==> config.mk <==
export PLATFORM = sky130hd
export DESIGN_NAME = fabosc_clk_en_sched_flat
export DESIGN_NICKNAME = d
export VERILOG_FILES = /design/src/rtl/fabosc_clk_en_sched_if.sv /design/src/rtl/fabosc_clk_en_sched.sv /design/src/flat_wrapper.sv
export SDC_FILE = /design/constraint.sdc
export NUM_CORES = 1
export LEC_CHECK = 0
export CORE_MARGIN = 2
export CORE_UTILIZATION = 25
export DETAILED_ROUTE_END_ITERATION = 8
export PLACE_DENSITY = 0.46
export SLEW_MARGIN = 20
export SYNTH_ARGS = -nofsm -noshare
export SYNTH_HDL_FRONTEND = slang
export SYNTH_SLANG_ARGS = --single-unit
==> constraint.sdc <==
create_clock -name CLK -period 3.7 [get_ports CLK]
set_input_delay 0.925 -clock CLK [delete_from_list [all_inputs] [get_ports CLK]]
set_output_delay 0.925 -clock CLK [all_outputs]
set_load 0.1 [all_outputs]
==> src/rtl/fabosc_clk_en_sched_if.sv <==
//------------------------------------------------------------------------------
// Module   : fabosc_clk_en_sched_if
// Brief    : Config, request/grant and clock-enable bundle for the oscillator scheduler.
// Revision : 1.0
//------------------------------------------------------------------------------
`default_nettype none

interface fabosc_clk_en_sched_if #(
  parameter int NUM_CH = 4,
  parameter int DIV_W  = 16
);
  localparam int SEL_W = (NUM_CH > 1) ? $clog2(NUM_CH) : 1;

  logic              CFG_WE;
  logic [SEL_W-1:0]  CFG_SEL;
  logic [DIV_W-1:0]  CFG_WDATA;
  logic              CFG_ACK;
  logic [NUM_CH-1:0] REQ;
  logic [NUM_CH-1:0] GNT;
  logic [NUM_CH-1:0] CE;
  logic              READY;
  logic [NUM_CH-1:0] TIMEOUT;

  modport master (
    output CFG_WE, CFG_SEL, CFG_WDATA, REQ,
    input  CFG_ACK, GNT, CE, READY, TIMEOUT
  );

  modport slave (
    input  CFG_WE, CFG_SEL, CFG_WDATA, REQ,
    output CFG_ACK, GNT, CE, READY, TIMEOUT
  );
endinterface

`default_nettype wire

==> src/rtl/fabosc_clk_en_sched.sv <==
//------------------------------------------------------------------------------
// Module   : fabosc_clk_en_sched
// Brief    : Settle sequencer, round-robin grant of the fabric oscillator and
//            per-channel divided clock-enable strobes. Optional hold limit under
//            macro FABOSC_SCHED_TIMEOUT_EN.
// Revision : 1.0
//------------------------------------------------------------------------------
`default_nettype none

module fabosc_clk_en_sched #(
  parameter int NUM_CH        = 4,
  parameter int DIV_W         = 16,
  parameter int MAX_GNT       = 2,
  parameter int SETTLE_CYCLES = 1024,
  parameter int HOLD_MAX      = 256
) (
  input  logic                  CLK,
  input  logic                  RESET,
  fabosc_clk_en_sched_if.slave  bus
);

  localparam int SEL_W = (NUM_CH > 1) ? $clog2(NUM_CH) : 1;
  localparam int SET_W = (SETTLE_CYCLES > 1) ? $clog2(SETTLE_CYCLES) : 1;
  localparam logic [SET_W-1:0] SETTLE_LAST = SET_W'(SETTLE_CYCLES - 1);

  typedef enum logic [0:0] {
    ST_SETTLE = 1'b0,
    ST_RUN    = 1'b1
  } state_t;

  state_t            state_q, state_d;
  logic [SET_W-1:0]  settle_q, settle_d;
  logic [SEL_W-1:0]  ptr_q, ptr_d;
  logic [NUM_CH-1:0] gnt_q, gnt_d;
  logic [NUM_CH-1:0] ce_q, ce_d;
  logic              ack_q, ack_d;
  logic [DIV_W-1:0]  div_q    [NUM_CH];
  logic [DIV_W-1:0]  div_d    [NUM_CH];
  logic [DIV_W-1:0]  shadow_q [NUM_CH];
  logic [DIV_W-1:0]  shadow_d [NUM_CH];
  logic [DIV_W-1:0]  cnt_q    [NUM_CH];
  logic [DIV_W-1:0]  cnt_d    [NUM_CH];

  logic              wr_ok;
  logic [NUM_CH-1:0] pending;
  logic [NUM_CH-1:0] new_gnt;
  logic [NUM_CH-1:0] force_rel;
  logic [NUM_CH-1:0] blocked;
  logic [SEL_W-1:0]  scan_idx;
  logic [SEL_W-1:0]  pick;
  logic              found;
  int                gcnt;

  assign wr_ok   = bus.CFG_WE && (int'(bus.CFG_SEL) < NUM_CH);
  assign pending = bus.REQ & ~gnt_q & ~blocked;

  // div_d doubles as the forwarded divider, so a write in the wrap/grant cycle wins.
  always_comb begin
    state_d  = state_q;
    settle_d = settle_q;
    ptr_d    = ptr_q;
    ack_d    = wr_ok;
    gnt_d    = '0;
    ce_d     = '0;
    new_gnt  = '0;
    div_d    = div_q;
    shadow_d = shadow_q;
    cnt_d    = cnt_q;
    gcnt     = 0;
    found    = 1'b0;
    pick     = '0;
    scan_idx = '0;

    for (int i = 0; i < NUM_CH; i++) begin
      if (wr_ok && (bus.CFG_SEL == SEL_W'(i))) begin
        div_d[i] = bus.CFG_WDATA;
      end
    end

    if (state_q == ST_SETTLE) begin
      settle_d = settle_q + 1'b1;
      if (settle_q == SETTLE_LAST) begin
        state_d = ST_RUN;
      end
    end else begin
      for (int i = 0; i < NUM_CH; i++) begin
        gcnt = gcnt + int'(gnt_q[i]);
      end
      // Slots freed this cycle still count, so a release never feeds a same-cycle grant.
      if (gcnt < MAX_GNT) begin
        for (int k = 0; k < NUM_CH; k++) begin
          scan_idx = SEL_W'((int'(ptr_q) + k) % NUM_CH);
          if (!found && pending[scan_idx]) begin
            found = 1'b1;
            pick  = scan_idx;
          end
        end
      end
      if (found) begin
        new_gnt[pick] = 1'b1;
        ptr_d         = SEL_W'((int'(pick) + 1) % NUM_CH);
      end
      gnt_d = (gnt_q & bus.REQ & ~force_rel) | new_gnt;
    end

    for (int i = 0; i < NUM_CH; i++) begin
      if (new_gnt[i]) begin
        cnt_d[i]    = '0;
        shadow_d[i] = div_d[i];
      end else if (gnt_q[i]) begin
        if (cnt_q[i] == shadow_q[i]) begin
          cnt_d[i]    = '0;
          shadow_d[i] = div_d[i];
          ce_d[i]     = gnt_d[i];
        end else begin
          cnt_d[i] = cnt_q[i] + 1'b1;
        end
      end else begin
        cnt_d[i] = '0;
      end
    end
  end

  always_ff @(posedge CLK) begin
    if (RESET) begin
      state_q  <= ST_SETTLE;
      settle_q <= '0;
      ptr_q    <= '0;
      gnt_q    <= '0;
      ce_q     <= '0;
      ack_q    <= 1'b0;
      for (int i = 0; i < NUM_CH; i++) begin
        div_q[i]    <= '0;
        shadow_q[i] <= '0;
        cnt_q[i]    <= '0;
      end
    end else begin
      state_q  <= state_d;
      settle_q <= settle_d;
      ptr_q    <= ptr_d;
      gnt_q    <= gnt_d;
      ce_q     <= ce_d;
      ack_q    <= ack_d;
      for (int i = 0; i < NUM_CH; i++) begin
        div_q[i]    <= div_d[i];
        shadow_q[i] <= shadow_d[i];
        cnt_q[i]    <= cnt_d[i];
      end
    end
  end

`ifdef FABOSC_SCHED_TIMEOUT_EN
  localparam int HOLD_W = (HOLD_MAX > 1) ? $clog2(HOLD_MAX) : 1;
  localparam logic [HOLD_W-1:0] HOLD_LAST = HOLD_W'(HOLD_MAX - 1);

  logic [HOLD_W-1:0] hold_q [NUM_CH];
  logic [HOLD_W-1:0] hold_d [NUM_CH];
  logic [NUM_CH-1:0] blocked_q, blocked_d;
  logic [NUM_CH-1:0] tmo_q, tmo_d;

  // A forced-off channel stays blocked until its request has been seen low.
  always_comb begin
    force_rel = '0;
    hold_d    = hold_q;
    for (int i = 0; i < NUM_CH; i++) begin
      force_rel[i] = ce_q[i] && gnt_q[i] && (hold_q[i] == HOLD_LAST);
      if (!gnt_q[i] || force_rel[i]) begin
        hold_d[i] = '0;
      end else if (ce_q[i]) begin
        hold_d[i] = hold_q[i] + 1'b1;
      end
    end
    blocked_d = force_rel | (blocked_q & bus.REQ);
    tmo_d     = tmo_q | force_rel;
  end

  always_ff @(posedge CLK) begin
    if (RESET) begin
      blocked_q <= '0;
      tmo_q     <= '0;
      for (int i = 0; i < NUM_CH; i++) begin
        hold_q[i] <= '0;
      end
    end else begin
      blocked_q <= blocked_d;
      tmo_q     <= tmo_d;
      for (int i = 0; i < NUM_CH; i++) begin
        hold_q[i] <= hold_d[i];
      end
    end
  end

  assign blocked     = blocked_q;
  assign bus.TIMEOUT = tmo_q;
`else
  assign force_rel   = '0;
  assign blocked     = '0;
  assign bus.TIMEOUT = '0;
`endif

  assign bus.GNT     = gnt_q;
  assign bus.CE      = ce_q;
  assign bus.CFG_ACK = ack_q;
  assign bus.READY   = (state_q == ST_RUN);

endmodule

`default_nettype wire

==> src/flat_wrapper.sv <==
// flat-port wrapper written by rule: the top's interface ports become plain ports
module fabosc_clk_en_sched_flat 
#(
  parameter int NUM_CH        = 4,
  parameter int DIV_W         = 16,
  parameter int MAX_GNT       = 2,
  parameter int SETTLE_CYCLES = 1024,
  parameter int HOLD_MAX      = 256
)
  (CLK, RESET, bus_CFG_WE, bus_CFG_SEL, bus_CFG_WDATA, bus_REQ, bus_CFG_ACK, bus_GNT, bus_CE, bus_READY, bus_TIMEOUT);
  fabosc_clk_en_sched_if #(.NUM_CH(NUM_CH), .DIV_W(DIV_W)) bus_i ();
  input  logic CLK;
  input  logic RESET;
  input wire logic [$bits(bus_i.CFG_WE)-1:0] bus_CFG_WE;
  input wire logic [$bits(bus_i.CFG_SEL)-1:0] bus_CFG_SEL;
  input wire logic [$bits(bus_i.CFG_WDATA)-1:0] bus_CFG_WDATA;
  input wire logic [$bits(bus_i.REQ)-1:0] bus_REQ;
  output wire logic [$bits(bus_i.CFG_ACK)-1:0] bus_CFG_ACK;
  output wire logic [$bits(bus_i.GNT)-1:0] bus_GNT;
  output wire logic [$bits(bus_i.CE)-1:0] bus_CE;
  output wire logic [$bits(bus_i.READY)-1:0] bus_READY;
  output wire logic [$bits(bus_i.TIMEOUT)-1:0] bus_TIMEOUT;
  assign bus_i.CFG_WE = bus_CFG_WE;
  assign bus_i.CFG_SEL = bus_CFG_SEL;
  assign bus_i.CFG_WDATA = bus_CFG_WDATA;
  assign bus_i.REQ = bus_REQ;
  assign bus_CFG_ACK = bus_i.CFG_ACK;
  assign bus_GNT = bus_i.GNT;
  assign bus_CE = bus_i.CE;
  assign bus_READY = bus_i.READY;
  assign bus_TIMEOUT = bus_i.TIMEOUT;
  fabosc_clk_en_sched #(.NUM_CH(NUM_CH), .DIV_W(DIV_W), .MAX_GNT(MAX_GNT), .SETTLE_CYCLES(SETTLE_CYCLES), .HOLD_MAX(HOLD_MAX)) u_core (.CLK(CLK), .RESET(RESET), .bus(bus_i));
endmodule
; After elaboration in Yosys (flattened, before gate mapping)
; Cells that the tools add are included.
[classes]
magnitude_cmp = 7
n_mux = 50
n_addsub = 12
n_bitwise = 12
reduce_logical = 33
multipliers = 0
shift = 0
div = 0
eq_ne = 8
[ops]
columns = operator, count
row1 = $mux 16, 16
row2 = $add 16x1->16 const B, 4
row3 = $add 32x2->32, 2
row4 = $eq 16x16->1, 4
row5 = $lt 32x3->1 const B, 1
row6 = $reduce_or 4->1, 8
row7 = $mux 1, 19
row8 = $mux 4, 4
row9 = $reduce_bool 2->1, 8
row10 = $lt 2x3->1 const B, 5
row11 = $mux 2, 6
row12 = $add 10x1->10 const B, 1
row13 = $eq 10x10->1 const B, 1
row14 = $reduce_and 2->1, 5
row15 = $and 4x4->4, 2
row16 = $bmux 1 s2, 4
row17 = $logic_and 1x1->1, 8
row18 = $not 1->1, 8
row19 = $add 2x1->2 const B, 2
row20 = $add 2x2->2 const B, 2
row21 = $eq 2x2->1 const B, 2
row22 = $not 4->4, 1
row23 = $or 4x4->4, 1
row24 = $logic_not 1->1, 3
row25 = other kinds (5), 5
[totals]
reg_bits = 214
input_bits = 25
latchBits = 0
rom_bits = 0
word_cells = 143
out_inout_bits = 14
mem_count = 0
mem_bits_rw = 0

; Logic depth before layout (Yosys ltp)
; Gate-level depths: netlist of the first run.
[depth]
depth_word = 31
depth_mapped = 12
ltp_nobuf = 11

; Worst setup path before layout of the first run
; No wires, ideal clock.
[synth_timing]
path_kind = flip-flop to flip-flop
startpoint = register u_core.gnt_q[0], in the netlist u_core.bus.GNT[0]
endpoint = register u_core.shadow_q[21] (netlist name)
setup_ns = 0.121
synth_period_minus_slack_ns = 3.629
path_slack_ns = 0.071
required_ns = 3.579
arrival_time_ns = 3.508
stages_incl_launch_ff = 12
n_path_buf = 1
path_cell_list = dfxtp_1 > ha_1 > ha_1 > a211oi_2 > o21a_1 > o211ai_1 > nor2_1 > ha_1 > and3_4 > a21oi_2 > buf_2 > mux2_2
[synth_via]
elab_chain_len = 31
elab_cells_between_ends = 50
classes_between = add/sub: 3 / order compare: 3 / mux: 32 / bitwise: 2 / reduce/logical: 10
[synth_lines]
columns = element, line_no
row1 = from (decl), fabosc_clk_en_sched.sv:34  ; logic [NUM_CH-1:0] gnt_q, gnt_d;
row2 = from (signal assigned), fabosc_clk_en_sched.sv:141  ; gnt_q <= gnt_d;
row3 = "parallel branches: the longest is 26 deep, another holds $add 32x2->32", -
row4 = $mux 4 (*), fabosc_clk_en_sched.sv:99  ; if (found) begin
row5 = $mux 4 (*) (2 in a row), fabosc_clk_en_sched.sv:80  ; if (state_q == ST_SETTLE) begin
row6 = $reduce_bool 2->1 (no line), -
row7 = $reduce_and 2->1 (no line), -
row8 = "to (signal, indexed assignment)", fabosc_clk_en_sched.sv:146  ; shadow_q[i] <= shadow_d[i];
row9 = to (decl), fabosc_clk_en_sched.sv:39  ; logic [DIV_W-1:0] shadow_q [NUM_CH];
; Mark *: on every way between the ends. The select of a mux whose other input is x is not followed.
; A chain may end at the register's enable or synchronous reset.

; Worst setup path in the final report of the first run
[layout_timing]
startpoint = input bus_REQ[0]
endpoint = register u_core.cnt_q[27] (netlist name)
[layout_via]
elab_chain_len = 29
elab_cells_between_ends = 42
classes_between = order compare: 2 / mux: 31 / bitwise: 1 / reduce/logical: 8
[layout_lines]
columns = element, line_no
row1 = from (decl), flat_wrapper.sv:17  ; input wire logic [$bits(bus_i.REQ)-1:0] bus_REQ;
row2 = $and 4x4->4 (*), fabosc_clk_en_sched.sv:55  ; assign pending = bus.REQ & ~gnt_q & ~blocked;
row3 = $bmux 1 s2, fabosc_clk_en_sched.sv:93  ; if (!found && pending[scan_idx]) begin
row4 = $mux 1 (not written as such), fabosc_clk_en_sched.sv:93
row5 = $mux 1, fabosc_clk_en_sched.sv:93
row6 = $mux 1, fabosc_clk_en_sched.sv:90  ; if (gcnt < MAX_GNT) begin
row7 = $mux 1, fabosc_clk_en_sched.sv:80
row8 = $logic_not 1->1, fabosc_clk_en_sched.sv:93
row9 = $logic_and 1x1->1, fabosc_clk_en_sched.sv:93
row10 = [12 not listed], -
row11 = $mux 2, fabosc_clk_en_sched.sv:80
row12 = $lt 2x3->1 (not written as such) or $ge 2x1->1 (tied branches), fabosc_clk_en_sched.sv:100  ; new_gnt[pick] = 1'b1;
row13 = $logic_and 1x1->1 (not written as such), fabosc_clk_en_sched.sv:100
row14 = $mux 1 (not written as such), fabosc_clk_en_sched.sv:100
row15 = $demux 1 s2, -
row16 = $mux 4 (*), fabosc_clk_en_sched.sv:99
row17 = $mux 4 (*) (2 in a row), fabosc_clk_en_sched.sv:80
row18 = $reduce_or 4->1 (no line) (*), -
row19 = "to (signal, indexed assignment)", fabosc_clk_en_sched.sv:147  ; cnt_q[i] <= cnt_d[i];
row20 = to (decl), fabosc_clk_en_sched.sv:41  ; logic [DIV_W-1:0] cnt_q [NUM_CH];
; Mark *: on every way between the ends. The rest lies on a longest branch, timed or not. The select of a mux whose other input is x is not followed.

==> run_results.csv, run 1 <==
group,metric,value,unit
yosys,synthCells,991,
timing,hold_viol_final,0,
yosys,synthTopCellsByArea,"dfxtp_1, xor2_1, nand2_1, xnor2_1, nor2b_1",
floorplanning,ios,39,
timing,timing.setup.tns,0,ps
clock_tree,clk_latency,520,ps
worst_hold_path,worst_hold_path_type,"reg -> reg",
setup_path,cp_max_fo,16,
yosys,yosys_most_used_dff,"dfxtp_1",
pwr,leakagePower,4.06,nW
floorplanning,die_x,195,um
yosys,async_reset_ff_share,0,%
yosys,yosys.area.top_type,"dfxtp_1",
setup_path,crit_slowest_cell,"clkdlybuf4s50_1",
setup_path,cp_num_cells,10,
setup_path,worstSetupEndpoint,"u_core.cnt_q[27]",
setup_path,critPathCaptureType,"flop",
setup_path,reg2regPathDepth,9,
route,drc,0,
yosys,ys_seq_area_share,46.8,%
setup_path,cp-start-kind,"input port",
timing,finalSetupViolations,0,
yosys,yosys_warnings,0,
pwr,p_int,0.00370,W
layout,fin_nets,1059,
yosys,synth_edf_count,0,
global_routing,grt_max_degree,69,
timing,fin_crit_sh,83.5,%
setup_path,required,4160,ps
global_routing,grt-ovfl-total,0,
clock_tree,cts_buffers,24,
placed_design,dp_cells,1467,
route,antenna_left,0,
global_routing,track_usage,11.1,%
run_status,status,"finished clean",
layout,n_fill_cell,3766,
clock_tree,ctsResizeCount,0,
worst_hold_path,whs_path_depth,2,
placed_design,placed_cell_area,10100,sq um
global_routing,antenna_found_initial,1,
timing,drv_slew,0,
pwr,pwr-share-seq,49.0,%
setup_path,crit_type,"in -> reg",
floorplanning,dieHeight,195,um
yosys,netlist_area,9160,sq um
clock_tree,clock-root-buffer,"clkbuf_16",
timing,slew_headroom,34.8,%
pwr,switching_share,22.5,%
global_routing,grt_pass1_wl,34300,um
pwr,power.switching,0.00107,W
layout,finalNonFillerCells,1510,
setup_path,slowest_delay,550,ps
clock_tree,post_cts_buffers,0,
setup_path,cp.arrival,3550,ps
floorplanning,fp.dieArea,38200,sq um
pwr,powerDensity,442,nW/um^2
clock_tree,clockBufferDepth,3,
timing,fmax,0.324,GHz
clock_tree,clkSinkCount,214,
clock_tree,cts_tree,"built",
setup_path,worstReg2RegEnd,"u_core.shadow_q[52]",
pwr,pwr-share-clk,47.0,%
timing,rsz0062_at_grt,"no",
floorplanning,start_util,25.2,%
pwr,comb_power_share,4.0,%
placed_design,place.gp.congestion,0.781,
layout,multi_input_area,4620,sq um
global_routing,grt_pass1_vias,6384,
yosys,yosysMostFrequentCell,"dfxtp_1",
yosys,syn_avg_cell_area,9.24,sq um
yosys,ys_types,56,
clock_tree,holdBufCountCts,0,
floorplanning,rows,70,
pwr,ir_drop,0.325,mV
placed_design,dp_hpwl,14500,um
route,routed_wl,21000,um
setup_path,cp-startpoint,"bus_REQ[0]",
route,drt_iter0_markers,300,
setup_path,cp_top_family,"simple AND/OR/NAND/NOR gates",
layout,syn2layout_area_growth,18.0,%
floorplanning,core-area,36300,sq um
setup_path,path_cells,"clkdlybuf4s50_1 -> nor2b_1 -> o21ai_0 -> a221oi_1 -> nor2_1 -> ha_1 -> and3_4 -> or4b_1 -> buf_12 -> nor2_4",
setup_path,rr_startpoint,"u_core.bus.GNT[1]",
layout,design_area,10800,sq um
yosys,yosysTopAreaCellShare,46.8,%
setup_path,cp.buffers_inverters,2,
route,wl_per_cell,13.9,um
timing,worstMarginPinSlew,974,ps
placed_design,io_buffers,34,
route,vias,6415,
timing,min_period,3090,ps
clock_tree,path_clk_slew,60,ps
route,firstDrtPassIters,4,
setup_path,r2r_slack,670,ps
layout,seq_area,4280,sq um
timing,clock_skew,19.8,ps
layout,drive_gt1_share,11.9,%
job,max-cap-violations,0,
route,vias_per_cell,4.25,
yosys,synth_common_cells,"dfxtp_1, nand2_1, nor2_1",
yosys,synth_seq_cells,214,
clock_tree,h-tree-depth,1,
## power by group through the flow
| stage | clock network (W) | logic [W] | registers [W] |
|---|---|---|---|
| floorplan | 0 | 0.000108 | 0.00239 |
| global placement | 0 | 0.000195 | 0.00239 |
| detailed placement | 0 | 0.000195 | 0.00239 |
| CTS | 0.00232 | 0.000196 | 0.00234 |
| global route | 0.00241 | 0.000212 | 0.00234 |
| finish | 0.00224 | 0.000192 | 0.00234 |
## metrics by stage
step / hold slack [ps] / setup slack, ps / power [W] / utilization (%)
floorplan: 434 / 71.4 / 0.00250 / -
CTS: 458 / 637 / 0.00486 / 29.7
global placement: 445 / 125 / 0.00258 / 27.7
finish: 454 / 609 / 0.00478 / 29.7
global route: 482 / 416 / 0.00496 / 29.7
detailed placement: 451 / 109 / 0.00258 / 27.7
## cells in the final DEF (no fill, tap or decap), drive strengths merged, types with 27 or more instances in the layout
| master | n |
|---|---|
| clkdlybuf4s50 | 27 |
| mux2 | 64 |
| xor2 | 70 |
| xnor2 | 58 |
| nand3 | 30 |
| dfxtp | 214 |
| nand2 | 159 |
| nor2b | 71 |
| a21oi | 71 |
| clkbuf | 35 |
| nor2 | 87 |
## worst reg2reg max path, stage by stage, from the launching register on
cell	delay (ps)
dfxtp_1	450
ha_1	280
ha_1	290
a211oi_2	350
o41a_1	290
and2_1	330
o211ai_2	170
o21ai_2	80
buf_4	280
mux2_2	380
## final cells by class
cell class	instances	share of cell area, %
antenna	1	0.0232
clock buffer	35	6.51
clock inverter	7	0.359
inverter	13	0.452
multi-input combinational	720	42.8
sequential	214	39.7
tap	468	5.42
timing repair buffer	52	4.82
## sequential cells by signal, summed over array words and instances (netlist names)
register,count
u_core.cnt_q,64
u_core.div_q,64
u_core.shadow_q,64
u_core.settle_q,10
u_core.bus.CE,4
u_core.bus.GNT,4
u_core.ptr_q,2
u_core.bus.CFG_ACK,1
u_core.bus.READY,1
## logic make-up after synthesis
family	after synthesis	share of synthesized area, %
AND/OR/NAND/NOR	423	22.8
flip-flops	214	46.8
XOR/XNOR	128	12.2
AO/OA/AOI/OAI	91	5.97
multiplexers	65	7.98
buffers and inverters	60	2.95
adder cells (fa/ha/maj)	9	1.23
other	1	0.0409
## worst min-delay path by stage
stage	startpoint	to
final	u_core.div_q[7]	u_core.div_q[7]
after detailed placement	u_core.div_q[7]	u_core.div_q[7]
after CTS	u_core.div_q[7]	u_core.div_q[7]
after floorplan	u_core.div_q[10]	u_core.div_q[10]
after global routing	u_core.div_q[50]	u_core.div_q[50]
after global placement	u_core.div_q[13]	u_core.div_q[13]
## layer usage
| layer | vias up | global-route usage [%] | routed length (um) |
|---|---|---|---|
| li1 | 3328 | - | - |
| met5 | - | 0 | 0 |
| met4 | 0 | 2.97 | 400 |
| met1 | 2985 | 13.9 | 9470 |
| met3 | 29 | 1.61 | 761 |
| met2 | 73 | 20.0 | 10400 |
(Power assumes the default switching activity.)
==> run 2: changes to the inputs <==
- clock period: 3.7 -> 2.95 ns (I/O delays scaled with it)
==> run 2 against run 1 <==
Compared with the run above: clock-buffer cell count grew 2; first-iteration DRC count grew 1.3%; highest routed layer unchanged; critical endpoint is now u_core.cnt_q[31]; global-route usage shrank 0.11 points; via count grew 1.1%.
==> run_results.csv, run 2 (same netlist as run 1, synthesis figures left out) <==
group,metric,value,unit
floorplanning,dieHeight,195,um
setup_path,required,3400,ps
route,drt_iter0_markers,304,
setup_path,path_cells,"clkdlybuf4s50_1 -> nor2b_1 -> a22o_1 -> a221oi_1 -> buf_4 -> nor2_2 -> ha_1 -> and3_4 -> or4b_1 -> buf_12 -> nor2_1",
route,drc,0,
timing,finalSetupViolations,0,
timing,min_period,2820,ps
pwr,ir_drop,0.356,mV
placed_design,dp_cells,1479,
timing,hold_viol_final,0,
floorplanning,fp.dieArea,38200,sq um
global_routing,grt_pass1_vias,6479,
pwr,power,0.00629,W
clock_tree,cts_buffers,24,
setup_path,cp.arrival,3270,ps
floorplanning,ios,39,
setup_path,crit_slowest_cell,"or4b_1",
layout,drive_gt1_share,14.0,%
floorplanning,core-area,36300,sq um
timing,worstMarginPinSlew,1080,ps
pwr,leakagePower,4.18,nW
run_status,status,"finished clean",
setup_path,cp.buffers_inverters,3,
worst_hold_path,worst_hold_path_type,"reg -> reg",
clock_tree,clkSinkCount,214,
global_routing,grt_pass1_wl,34200,um
clock_tree,cts_tree,"built",
global_routing,grt-ovfl-total,0,
timing,clock_skew,8.37,ps
clock_tree,clockBufferDepth,3,
placed_design,placed_cell_area,10200,sq um
setup_path,cp-start-kind,"input port",
global_routing,grt_max_degree,56,
clock_tree,clk_latency,510,ps
layout,fin_nets,1071,
job,max-cap-violations,0,
route,wl_per_cell,13.8,um
setup_path,cp_max_fo,16,
setup_path,critPathCaptureType,"flop",
layout,syn2layout_area_growth,20.4,%
layout,final_common_cell,"dfxtp_1",
pwr,powerDensity,570,nW/um^2
clock_tree,h-tree-depth,1,
placed_design,dp_hpwl,14600,um
timing,fin_ws,125,ps
setup_path,r2r_slack,160,ps
global_routing,antenna_found_initial,0,
route,antenna_left,0,
clock_tree,clock-root-buffer,"clkbuf_16",
placed_design,io_buffers,34,
route,routed_wl,21000,um
placed_design,place_ws,-408,ps
setup_path,slowest_delay,550,ps
floorplanning,die_x,195,um
floorplanning,rows,70,
route,vias,6484,
route,firstDrtPassIters,4,
route,vias_per_cell,4.26,
layout,design_area,11000,sq um
placed_design,place.gp.congestion,0.756,
global_routing,track_usage,11.0,%
clock_tree,path_clk_slew,60,ps
setup_path,crit_type,"in -> reg",
layout,n_fill_cell,3758,
timing,drv_slew,0,
timing,fmax,0.354,GHz
floorplanning,start_util,25.2,%
setup_path,cp_top_family,"simple AND/OR/NAND/NOR gates",
layout,reg.largest.list,"u_core.cnt_q x64, u_core.div_q x64, u_core.shadow_q x64",
timing,slew_headroom,27.7,%
timing,fin_crit_sh,95.8,%
layout,finalNonFillerCells,1522,
layout,n_antenna_cell,0,
layout,mostFrequentLayoutCells,"dfxtp_1, nand2_1, nor2_1",
timing,timing.setup.tns,0,ps
-- run 2: cell count changes in the layout (fill, tap and decap cells not counted), sizes merged --
| cell | previous run | this run |
|---|---|---|
| bufinv | 0 | 3 |
| diode | 1 | 0 |
| clkdlybuf4s50 | 27 | 23 |
| clkbuf | 35 | 37 |
| clkinv | 7 | 3 |
| buf | 25 | 41 |
-- run 2: worst paths after layout --
check                                       start                   to  cells past startpoint
worst max register to register  u_core.bus.GNT[1]  u_core.shadow_q[42]                     13
worst min register to register   u_core.div_q[11]     u_core.div_q[11]                      2
worst max-delay path                   bus_REQ[2]     u_core.cnt_q[31]                     11
worst min-delay path             u_core.div_q[11]     u_core.div_q[11]                      2
-- run 2: metal layers --
metal	wire, um	vias to the layer above	global-route usage, %
li1	-	3358	-
met1	10000	3048	14.0
met2	10200	49	19.6
met3	545	29	1.62
met4	337	0	2.60
met5	0	-	0
-- run 2: final cells by class --
class / count / area (sq um) / area share, %
Sequential cell: 214 / 4290 / 38.9
Clock buffer: 37 / 721 / 6.54
Multi-Input combinational cell: 720 / 4640 / 42.0
Inverter: 13 / 48.8 / 0.442
Tap cell: 468 / 586 / 5.31
Clock inverter: 6 / 105 / 0.953
Timing Repair Buffer: 64 / 638 / 5.79
-- run 2: power by group --
part           total [W]  switching, W  internal [W]
logic           0.000256      0.000170     0.0000863
registers        0.00293     0.0000104       0.00292
clock network    0.00310       0.00117       0.00193
-- run 2: through the flow --
step	util, %	hold slack [ps]
6_report	30.3	457
2_1_floorplan	-	434
3_5_place_dp	28.0	450
5_1_grt	30.3	478
3_3_place_gp	28.0	447
4_1_cts	30.3	458
-- run 2: tightest hold or removal path, cell delays in order, from the launching register on --
cell     delay [ps]
dfxtp_1         300
nand2_1          40
a21oi_1          60
-- run 2: repair_timing --
item | 4_1_cts | 5_1_grt
setup buffers | 0 | 0
resized for setup | 0 | 3
endpoints found under the setup margin | 0 | 21
endpoints found under the hold margin | 0 | 0
hold buffers | 0 | 0
==> run 3: changes to the inputs <==
- CTS_CLUSTER_SIZE: not set -> 16
==> run 3 against run 2 <==
Compared with the run above: utilization did not move; clock skew barely moved; wire length fell by 0.15%; worst hold slack barely moved; fmax barely moved; largest cell class unchanged; global-route usage did not move; via count barely moved; clock power barely moved; die area did not move.
==> run_results.csv, run 3 (same netlist as run 1, synthesis figures left out) <==
group,metric,value,unit
layout,n_antenna_cell,0,
global_routing,grt_max_degree,56,
setup_path,rr_startpoint,"u_core.bus.GNT[1]",
clock_tree,clkSinkCount,214,
timing,fin_crit_sh,95.8,%
floorplanning,rows,70,
placed_design,io_buffers,34,
global_routing,grt-ovfl-total,0,
job,max-cap-violations,0,
layout,mostFrequentLayoutCells,"dfxtp_1, nand2_1, nor2_1",
clock_tree,h-tree-depth,1,
floorplanning,fp.dieArea,38200,sq um
global_routing,grt_pass1_wl,34200,um
timing,clock_skew,8.38,ps
floorplanning,dieHeight,195,um
clock_tree,clock-root-buffer,"clkbuf_16",
layout,final_common_cell,"dfxtp_1",
worst_hold_path,whs_path_depth,2,
layout,fin_nets,1071,
clock_tree,clockBufferDepth,3,
placed_design,dp_hpwl,14600,um
floorplanning,start_util,25.2,%
route,drt_iter0_markers,285,
worst_hold_path,hold_end,"u_core.div_q[11]",
clock_tree,cts_buffers,24,
floorplanning,core-area,36300,sq um
setup_path,worstReg2RegEnd,"u_core.shadow_q[42]",
route,routed_wl,21000,um
clock_tree,cts_tree,"built",
route,wl_per_cell,13.8,um
timing,drv_slew,0,
setup_path,critPathCaptureType,"flop",
layout,reg.largest.list,"u_core.cnt_q x64, u_core.div_q x64, u_core.shadow_q x64",
setup_path,r2r_slack,160,ps
timing,min_period,2820,ps
timing,slew_headroom,27.8,%
setup_path,crit_type,"in -> reg",
timing,hold_viol_final,0,
placed_design,place.gp.congestion,0.756,
global_routing,antenna_found_initial,0,
layout,syn2layout_area_growth,20.4,%
setup_path,required,3400,ps
clock_tree,path_clk_slew,60,ps
pwr,powerDensity,570,nW/um^2
setup_path,cp-start-kind,"input port",
route,vias_per_cell,4.26,
worst_hold_path,worst_hold_path_type,"reg -> reg",
layout,drive_gt1_share,14.0,%
clock_tree,clk_latency,510,ps
route,vias,6478,
run_status,status,"finished clean",
worst_hold_path,min_from,"u_core.div_q[11]",
route,drc,0,
floorplanning,die_x,195,um
timing,finalSetupViolations,0,
pwr,ir_drop,0.357,mV
clock_tree,holdBufCountCts,0,
floorplanning,ios,39,
route,antenna_left,0,
timing,fmax,0.354,GHz
route,firstDrtPassIters,4,
placed_design,dp_cells,1479,
timing,worstMarginPinSlew,1080,ps
global_routing,grt_pass1_vias,6479,
setup_path,cp_max_fo,16,
global_routing,track_usage,11.0,%
timing,timing.setup.tns,0,ps
pwr,leakagePower,4.18,nW
setup_path,cp.arrival,3270,ps
layout,finalNonFillerCells,1522,
layout,finish.utilization,30.3,%
setup_path,reg2regPathDepth,13,
-- run 3: cell counts in the layout (fill, tap and decap cells not counted) --
Identical to the previous run, type by type.
-- run 3: worst max path at each step --
stage                      start                  end  cells past startpoint
6_report              bus_REQ[2]     u_core.cnt_q[31]                     11
5_1_grt               bus_REQ[2]     u_core.cnt_q[31]                     11
4_1_cts        u_core.bus.GNT[1]  u_core.shadow_q[42]                     13
3_5_place_dp          bus_REQ[0]     u_core.cnt_q[31]                     11
3_3_place_gp          bus_REQ[0]     u_core.cnt_q[19]                     11
2_1_floorplan         bus_REQ[2]     u_core.cnt_q[26]                     10
-- run 3: metrics by stage --
stage               hold slack [ps]  setup slack [ps]  instance area [sq um]  total power [W]
floorplan                       434              17.6                   9180          0.00313
CTS                             458               135                  11000          0.00639
global placement                447              -391                  10200          0.00325
finish                          457               125                  11000          0.00629
global route                    478             -6.55                  11000          0.00653
detailed placement              450              -408                  10200          0.00325
-- run 3: layout make-up --
cell class	count	area (sq um)
Inverter	13	48.8
Sequential cell	214	4290
Timing Repair Buffer	64	638
Fill cell	3758	25300
Clock inverter	6	105
Clock buffer	37	721
Multi-Input combinational cell	720	4640
Tap cell	468	586
-- run 3: what timing repair did --
action,CTS,global route
endpoints found under the setup margin,0,21
setup buffers,0,0
gates resized for setup,0,3
-- run 3: worst max-delay path, cell delays in order --
cell and delay [ps]:
clkdlybuf4s50_1 430, nor2b_1 190, a22o_1 230, a221oi_1 250, buf_4 170, nor2_2 40, ha_1 190, and3_4 170
or4b_1 550, buf_12 200, nor2_1 100
-- run 3: power by group --
part           leakage (nW)  switching, W  internal, W
clock network         0.406       0.00117      0.00193
logic                  2.05      0.000169    0.0000863
registers              1.73     0.0000104      0.00292
-- run 3: per-layer routing --
metal | vias to the layer above | part of all wire, % | routed length (um) | track usage, %
met2 | 53 | 48 | 10200 | 19.6
li1 | 3355 | - | - | -
met3 | 29 | 2.5 | 528 | 1.62
met1 | 3041 | 48 | 9990 | 14.0
met5 | - | 0 | 0 | 0
met4 | 0 | 1.6 | 337 | 2.60
==> RTL edit, RTL diff (config.mk and constraints of run 3) <==
Build with the macro `FABOSC_SCHED_TIMEOUT_EN` defined.
--- a/src/rtl/fabosc_clk_en_sched.sv
+++ b/src/rtl/fabosc_clk_en_sched.sv
@@ -7,4 +7,6 @@
 //------------------------------------------------------------------------------
 `default_nettype none
+
+`define FABOSC_SCHED_TIMEOUT_EN
 
 module fabosc_clk_en_sched #(
Formal check against the unedited RTL: no difference found for any inputs over 4 cycles, from zero or initial values and one cycle with RESET high; that may be too few to reach the edited logic, so the function may still have changed.
==> RTL edit against run 3 <==
Die area rose by 20%. Worst setup slack got worse by 0.027 ns. Area after synthesis increased by 20%. Total power rose by 14%. Wire length grew 19%. Sequential cell count up 40. Cell area grew 20%. Critical path depth is 3 lower. Critical path type unchanged. Largest cell class unchanged.
==> RTL edit: results (changes against run 3) <==
| Metric | Value |
|---|---|
| Outcome | `finished, final reports clean` |
| Library cells used by synthesis | `60 (+7.1%)` |
| # placed instances | `1792 (+21%)` |
| Global-route wire length before repair | `40.5 mm (+18%)` |
| # fillers | `4539 (+21%)` |
| CTS buffer count | `28 (+17%)` |
| VDD IR max | `0.367 mV (+3.0%)` |
| Via density | `4.22 (-0.77%)` |
| Arrival time of the worst setup path | `3.29 ns (+0.02 ns)` |
| Leakage | `4.67 nW (+12%)` |
| Largest cells by area after synthesis | `dfxtp_1 (46%), xnor2_1 (9.0%), nand2_1 (6.1%)` |
| All-Layer GR Usage | `11.0% (-0.012 points)` |
| Clk Latency, worst-skew pair | `0.55 ns (+0.04 ns)` |
| Post-DP HPWL | `17.3 mm (+19%)` |
| Synth warn | `0 (unchanged)` |
| Share of layout cells above drive strength 1 | `15.7% (+1.6 points)` |
| DR iter-0 viols | `369 (+29%)` |
| Area Overhead vs Synth | `20.2%` |
| Post-DP Area | `12300 um2 (+20%)` |
| Routed vias | `7801 (+20%)` |
| Clk_skew | `0.00763 ns (-0.000753 ns)` |
| Drt total wl | `24.9 mm (+19%)` |
| Initial antenna violation count | `0 (unchanged)` |
| Post-Syn Instances | `1179 (+19%)` |
| Layout net count | `1278 (+19%)` |
| Commonest cells post-synth | `dfxtp_1 (254), nand2_1 (180), nor2_1 (128), xnor2_1 (113), a21oi_1 (79)` |
RTL edit: path summary, 6_finish.rpt:
path | startpoint | to | slack (ns) | cells past startpoint
worst max-delay path | bus_REQ[3] | u_core.shadow_q[41]$_SDFFE_PP0P_ | 0.1 | 8
worst min-delay path | u_core.bus.TIMEOUT[0]$_SDFF_PP0_ | u_core.bus.TIMEOUT[0]$_SDFF_PP0_ | 0.45 | 2
worst max register to register | u_core.bus.GNT[2]$_SDFF_PP0_ | u_core.shadow_q[41]$_SDFFE_PP0P_ | 0.20 | 9
worst min register to register | u_core.bus.TIMEOUT[0]$_SDFF_PP0_ | u_core.bus.TIMEOUT[0]$_SDFF_PP0_ | 0.45 | 2
RTL edit: report_power, final:
| part | internal, W | total [W] | switching, W |
|---|---|---|---|
| sequential | 0.00346 | 0.00347 | 0.00000961 |
| clock | 0.00201 | 0.00343 | 0.00142 |
| combinational | 0.000104 | 0.000261 | 0.000157 |
| total | 0.00557 | 0.00716 | 0.00159 |
RTL edit: per-layer routing:
layer | GRT usage (%) | vias up | wire length, um
met5 | 0 | - | 0
met4 | 2.73 | 0 | 563
met3 | 2.15 | 42 | 1380
met2 | 16.5 | 115 | 10100
met1 | 16.1 | 3612 | 12800
li1 | - | 4032 | -
RTL edit: cell type report:
cell class	count	area share, %
Tap cell	585	5.53
Inverter	16	0.454
Multi-Input combinational cell	858	42.6
Clock buffer	35	5.81
Timing Repair Buffer	82	6.09
Clock inverter	17	0.993
Sequential cell	254	38.5
RTL edit: stage by stage:
step	hold WS, ns	setup WS [ns]
2_1_floorplan	0.437	0.00153
3_3_place_gp	0.433	-0.578
3_5_place_dp	0.439	-0.569
4_1_cts	0.449	0.0176
5_1_grt	0.463	0.0462
6_report	0.446	0.0984
RTL edit: kinds of logic (layout without fill, tap and decap cells):
logic type,Yosys count,after routing,share of synthesized area (%)
compound gates,104,104,6.15
buf+inv,67,150,2.91
fa+ha+maj,13,13,1.48
simple gates,519,519,23.0
mux,69,69,8.03
flops,254,254,46.2
xor+xnor,153,153,12.2
RTL edit: worst max-delay path, stage by stage:
cell             delay, ns
clkdlybuf4s50_1       0.50
or3b_2                0.50
o21a_1                0.15
a211o_2               0.38
ha_4                  0.18
a22oi_4               0.29
clkbuf_16             0.24
mux2_4                0.30
RTL edit: repair_timing:
item / 4_1_cts / 5_1_grt
setup endpoints to repair: 1 / 18
pin swaps: 1 / 4
gates resized for setup: 0 / 3
cloned: 0 / 1
setup buffers: 0 / 2
